==> src/rtl/pixl_mac_engine.sv <==
// Framed byte-command pixel engine: parses LOAD/MUL/DOT frames from the UART
// receive FIFO and streams saturated per-lane or dot-product results back out.
module pixl_mac_engine #(
   parameter int LANES   = 4,
   parameter int SHIFT   = 8,
   parameter int TIMEOUT = 100000
) (
   input  logic       clk,
   input  logic       rst,
   input  logic       rx_empty,
   input  logic [7:0] rx_data,
   output logic       rd,
   input  logic       tx_full,
   output logic [7:0] tx_data,
   output logic       wr,
   output logic       busy,
   output logic       weights_valid,
   output logic       frame_err
);

   localparam int IW = (LANES > 1) ? $clog2(LANES) : 1;
   localparam int SW = 16 + $clog2(LANES);
   localparam int TW = $clog2(TIMEOUT + 1);

   typedef enum logic [2:0] {
      S_IDLE = 3'd0,
      S_ARG  = 3'd1,
      S_WAIT = 3'd2,
      S_EXEC = 3'd3,
      S_TX   = 3'd4
   } state_t;

   state_t        r_state;
   state_t        w_state_nxt;
   logic          r_rd;
   logic          r_wr;
   logic          r_busy;
   logic          r_wv;
   logic          r_ferr;
   logic [7:0]    r_tx_data;
   logic [7:0]    r_opcode;
   logic [IW-1:0] r_arg_idx;
   logic [IW-1:0] r_tx_idx;
   logic [IW-1:0] r_tx_last;
   logic [TW-1:0] r_tmo;
   logic [7:0]    r_pix [LANES];
   logic [7:0]    r_w   [LANES];
   logic [7:0]    r_res [LANES];
   logic [7:0]    w_lane [LANES];
   logic [15:0]   w_prod [LANES];
   logic [SW-1:0] w_dot;
   logic          w_hold;
   logic          w_pop;
   logic          w_push;
   logic          w_tmo_hit;
   logic          w_err_resp;

   function automatic logic [7:0] sat_shift(input logic [SW-1:0] v);
      logic [SW-1:0] s;
      s = v >> SHIFT;
      if (|s[SW-1:8]) begin
         return 8'hFF;
      end else begin
         return s[7:0];
      end
   endfunction

   // The clock after any pop or push is the FIFO flag-settling cycle.
   assign w_hold     = r_rd | r_wr;
   assign w_err_resp = (r_opcode > 8'h02) || ((r_opcode != 8'h00) && !r_wv);

   // Per-lane products, their saturated bytes, and the full-width dot sum.
   always_comb begin
      w_dot = '0;
      for (int i = 0; i < LANES; i++) begin
         w_prod[i] = 16'(r_pix[i]) * 16'(r_w[i]);
         w_lane[i] = sat_shift(SW'(w_prod[i]));
         w_dot     = w_dot + SW'(w_prod[i]);
      end
   end

   // Next-state and pop/push/timeout decisions.
   always_comb begin
      w_state_nxt = r_state;
      w_pop       = 1'b0;
      w_push      = 1'b0;
      w_tmo_hit   = 1'b0;
      case (r_state)
         S_IDLE: begin
            if (!w_hold && !rx_empty) begin
               w_pop       = 1'b1;
               w_state_nxt = (rx_data > 8'h02) ? S_WAIT : S_ARG;
            end else begin
               w_state_nxt = S_IDLE;
            end
         end
         S_ARG: begin
            if (!w_hold && !rx_empty) begin
               w_pop       = 1'b1;
               w_state_nxt = (r_arg_idx == IW'(LANES - 1)) ? S_WAIT : S_ARG;
            end else if (r_tmo == TW'(TIMEOUT - 1)) begin
               w_tmo_hit   = 1'b1;
               w_state_nxt = S_IDLE;
            end else begin
               w_state_nxt = S_ARG;
            end
         end
         S_WAIT: w_state_nxt = S_EXEC;
         S_EXEC: w_state_nxt = S_TX;
         S_TX: begin
            if (!w_hold && !tx_full) begin
               w_push      = 1'b1;
               w_state_nxt = (r_tx_idx == r_tx_last) ? S_IDLE : S_TX;
            end else begin
               w_state_nxt = S_TX;
            end
         end
         default: w_state_nxt = S_IDLE;
      endcase
   end

   // Control state and registered strobes.
   always_ff @(posedge clk or posedge rst) begin
      if (rst) begin
         r_state   <= S_IDLE;
         r_rd      <= 1'b0;
         r_wr      <= 1'b0;
         r_busy    <= 1'b0;
         r_ferr    <= 1'b0;
         r_tx_data <= 8'h00;
         r_tmo     <= '0;
      end else begin
         r_state <= w_state_nxt;
         r_rd    <= w_pop;
         r_wr    <= w_push;
         r_busy  <= (w_state_nxt != S_IDLE) || w_push;
         r_ferr  <= w_tmo_hit || ((r_state == S_WAIT) && w_err_resp);
         if (w_push) begin
            r_tx_data <= r_res[r_tx_idx];
         end
         // Idle counter only runs while a frame is partially received.
         if (w_pop || (r_state != S_ARG)) begin
            r_tmo <= '0;
         end else begin
            r_tmo <= r_tmo + 1'b1;
         end
      end
   end

   // Frame capture, weight storage and response staging.
   always_ff @(posedge clk or posedge rst) begin
      if (rst) begin
         r_opcode  <= 8'h00;
         r_arg_idx <= '0;
         r_tx_idx  <= '0;
         r_tx_last <= '0;
         r_wv      <= 1'b0;
         for (int i = 0; i < LANES; i++) begin
            r_pix[i] <= 8'h00;
            r_w[i]   <= 8'h00;
            r_res[i] <= 8'h00;
         end
      end else begin
         if (w_pop && (r_state == S_IDLE)) begin
            r_opcode  <= rx_data;
            r_arg_idx <= '0;
         end else if (w_pop && (r_state == S_ARG)) begin
            r_pix[r_arg_idx] <= rx_data;
            r_arg_idx        <= r_arg_idx + 1'b1;
         end
         if (r_state == S_EXEC) begin
            r_tx_idx  <= '0;
            r_tx_last <= '0;
            if (w_err_resp) begin
               r_res[0] <= 8'hEE;
            end else begin
               case (r_opcode)
                  8'h00: begin
                     for (int i = 0; i < LANES; i++) begin
                        r_w[i] <= r_pix[i];
                     end
                     r_wv     <= 1'b1;
                     r_res[0] <= 8'hA5;
                  end
                  8'h01: begin
                     for (int i = 0; i < LANES; i++) begin
                        r_res[i] <= w_lane[i];
                     end
                     r_tx_last <= IW'(LANES - 1);
                  end
                  8'h02:   r_res[0] <= sat_shift(w_dot);
                  default: r_res[0] <= 8'hEE;
               endcase
            end
         end else if (w_push) begin
            r_tx_idx <= r_tx_idx + 1'b1;
         end
      end
   end

   assign rd            = r_rd;
   assign wr            = r_wr;
   assign tx_data       = r_tx_data;
   assign busy          = r_busy;
   assign weights_valid = r_wv;
   assign frame_err     = r_ferr;

endmodule

==> config.mk <==
export PLATFORM = sky130hd
export DESIGN_NAME = pixl_mac_engine
export DESIGN_NICKNAME = d
export VERILOG_FILES = /design/src/rtl/pixl_mac_engine.sv
export SDC_FILE = /design/constraint.sdc
export NUM_CORES = 1
export LEC_CHECK = 0
export CORE_MARGIN = 2
export CORE_UTILIZATION = 60
export DETAILED_ROUTE_END_ITERATION = 6
export GPL_ROUTABILITY_DRIVEN = 0
export MAX_ROUTING_LAYER = met4
export PLACE_DENSITY_LB_ADDON = 0.12
export SLEW_MARGIN = 20
export SYNTH_ARGS = -nofsm -noshare
export SYNTH_HDL_FRONTEND = slang
export SYNTH_SLANG_ARGS = --single-unit
==> constraint.sdc <==
create_clock -name clk -period 8.3 [get_ports clk]
set_input_delay 1.245 -clock clk [delete_from_list [all_inputs] [get_ports clk]]
set_output_delay 1.245 -clock clk [all_outputs]
set_load 0.02 [all_outputs]
==> impl_metrics.yaml <==
power:
  p_int_w: 0.00161
  switching_share_pct: 39.4
  ir_drop_v: 0.000171
  p_sw_w: 0.00105
  combPwrFrac_pct: 27.7
  p_leak_nw: 8.83
  p_seq_share_pct: 41.5
  p_total_w: 0.00265
  p_per_area_nw_per_um2: 159
  pwr-share-clk_pct: 30.8
critical_path:
  r2r_slack_ns: 0.86
  crit_required_ns: 8.62
  cp_max_fo: 10
  worstPathArrival_ns: 7.76
  endpoint_kind: "flip-flop"
  criticalPathCategory: "flip-flop to flip-flop"
  cp-start-kind: "flip-flop"
yosys:
  synth_top_area_cell: "dfrtp_1"
  synthSimpleGateAreaFrac_pct: 16.8
  ys_types: 58
  yosysSeqAreaShare_pct: 23.0
  synth_area_sq_um: 15500
  synth_xor_area_share_pct: 4.08
  syn-num-nets: 1930
  yosys-top-cells-area: "dfrtp_1, fa_1, ha_1"
  synth_edf_count: 0
  async_flop_share_pct: 100
  postSynthCellCount: 1579
  synth-compound-area-share_pct: 5.46
  ys_seq_elements: 142
  syn_area_per_cell_sq_um: 9.80
  synth_top_cell_area_share_pct: 23.0
  synth_commonest_cells: "inv_1, and2_1, fa_1"
  yosysWarnings: 0
  synthFlopType: "dfrtp_1"
  synth.area.mux_share_pct: 7.79
  synth_top_family_by_area: "adder cells"
  synthAdderAreaFrac_pct: 35.9
  synth_most_common_cell: "inv_1"
cts:
  cts_sinks: 142
  post_cts_resized: 0
  post_cts_buffers: 0
  htreeDepth: 4
  clock_latency_ns: 0.44
  clockRootBuffer: "clkbuf_16"
  clk_pin_slew_ns: 0.07
  cts_hold_buffers: 0
  cts_tree: "built"
  numCtsBuffers: 17
  clk_path_buf_depth: 2
route:
  drt-total-wl_microns: 35000
  vias_per_cell: 5.63
  vias: 10900
  ant_nets: 0
  post_drt_wl_per_cell_microns: 18.0
  drc: 0
  detail_route.iter0.violations: 734
  first_pass_iters: 5
floorplanning:
  die_area_sq_um: 27100
  ioPinCount: 25
  fp.dieW_microns: 165
  start_util_pct: 61.3
  num_rows: 58
  core-area_sq_um: 25300
  fp.dieH_microns: 165
run_status:
  status: "complete, no violations"
layout:
  final_nets: 1948
  n_antenna_cell: 0
  syn2layout_area_growth_pct: 7.88
  fill_cells: 2058
  drive_gt1_share_pct: 9.32
  regArea_sq_um: 3550
  multi_input_area_sq_um: 10900
hold_path:
  hold_path_class: "flip-flop to flip-flop"
global_routing:
  grt_usage_pct: 29.1
  overflow: 0
  grt_antenna_before_repair: 1
  grt_max_degree: 84
  grt_pass1_wl_microns: 59000
  grt_pass1_vias: 11400
place:
  io_buffer_count: 24
  dp_hpwl_microns: 27500
job:
  drv_cap: 0
sta:
  rsz0062_at_grt: "false"
  min_period_over_period_pct: 89.6
  slew_headroom_pct: 47.7
  hold_viol: 0
  max_freq_ghz: 0.134
  setup_viol: 0
  tightest_slew_ns: 0.782
  finalClockSkew_ns: 0.0124
  period_minus_slack_ns: 7.44
  slew_violations: 0
  finalSetupTns_ns: 0
-- layout by cell type, fill, tap and decap left out, types with 25 or more instances in the layout --
cell type	instances
inv_1	257
ha_1	164
fa_1	175
nor2_1	77
dfrtp_1	142
xnor2_1	41
nand2_1	151
nand3_1	25
a21oi_1	34
xor2_1	31
and2_1	182
mux2_2	91
-- state kept, by name (all words and copies together), names as in the netlist --
name           cells
tx_data            8
weights_valid      1
r_tmo             17
wr                 1
frame_err          1
r_state            3
busy               1
r_opcode           8
r_tx_last          1
r_w               32
r_pix             32
r_arg_idx          2
r_res             32
rd                 1
r_tx_idx           2
-- path summary, 6_finish.rpt --
path,startpoint,endpoint,depth (start not counted)
worst max-delay path,r_pix[3]$_DFFE_PP0P_,r_res[25]$_DFFE_PP0P_,24
worst min register to register,r_res[11]$_DFFE_PP0P_,r_res[11]$_DFFE_PP0P_,2
worst max register to register,r_pix[3]$_DFFE_PP0P_,r_res[25]$_DFFE_PP0P_,24
worst min-delay path,r_res[11]$_DFFE_PP0P_,r_res[11]$_DFFE_PP0P_,2
min in group asynchronous,rst,r_tmo[9]$_DFF_PP0_,2
max in group asynchronous,rst,r_res[13]$_DFFE_PP0P_,3
-- area by class of cell --
class | count | share of cell area [%]
Multi-Input combinational cell | 1149 | 65.0
Sequential cell | 142 | 21.3
Inverter | 258 | 5.83
Clock buffer | 17 | 2.55
Tap cell | 330 | 2.47
Timing Repair Buffer | 29 | 1.69
Clock inverter | 15 | 1.16
-- metal layers --
metal | GRT usage, % | routed length (microns)
met3 | 3.14 | 1250
met2 | 48.4 | 17100
met4 | 7.55 | 769
met1 | 38.4 | 15800
met5 | - | 0
-- cell families (layout without fill, tap and decap cells) --
group                    count (synthesis)  count (layout)
buffers and inverters                  288             319
flip-flops                             142             142
XOR/XNOR                                72              72
AO/OA/AOI/OAI                          126             126
adder cells (fa/ha/maj)                339             339
multiplexers                            99              99
AND/OR/NAND/NOR                        513             513
-- power groups by stage --
stage	clock network, W	logic (W)	registers (W)
floorplan	0	0.000566	0.000975
global placement	0	0.000716	0.00110
detailed placement	0	0.000733	0.00111
CTS	0.000827	0.000741	0.00110
global route	0.000856	0.000819	0.00113
finish	0.000816	0.000735	0.00110
-- stage by stage --
stage                     worst slack, ns  instances  area (sq um)  hold slack, ns  util [%]
after detailed placement            0.870       1908         16100           0.465      63.6
after floorplan                      1.31       1579         15500           0.440         -
after global routing                0.444       1940         16700           0.500      66.1
after CTS                           0.872       1940         16700           0.482      66.1
after global placement              0.907       1908         16100           0.455      63.6
final                               0.861       1940         16700           0.477      66.1
-- worst max-delay path, cell delays in order, from the launching register on --
cell,delay [ns]
dfrtp_1,0.49
and2_1,0.23
fa_1,0.44
fa_1,0.48
inv_1,0.06
fa_1,0.49
fa_1,0.49
inv_1,0.04
ha_1,0.30
a21oi_1,0.22
nor2b_1,0.11
o41ai_2,0.28
o21ai_1,0.15
o41a_1,0.34
xnor2_1,0.20
fa_1,0.57
inv_1,0.06
fa_1,0.54
inv_1,0.04
ha_1,0.33
and3_2,0.20
and2_1,0.13
a2111o_1,0.49
or3_1,0.35
o31a_1,0.29
Note: power is estimated with default switching activity, not from simulation.
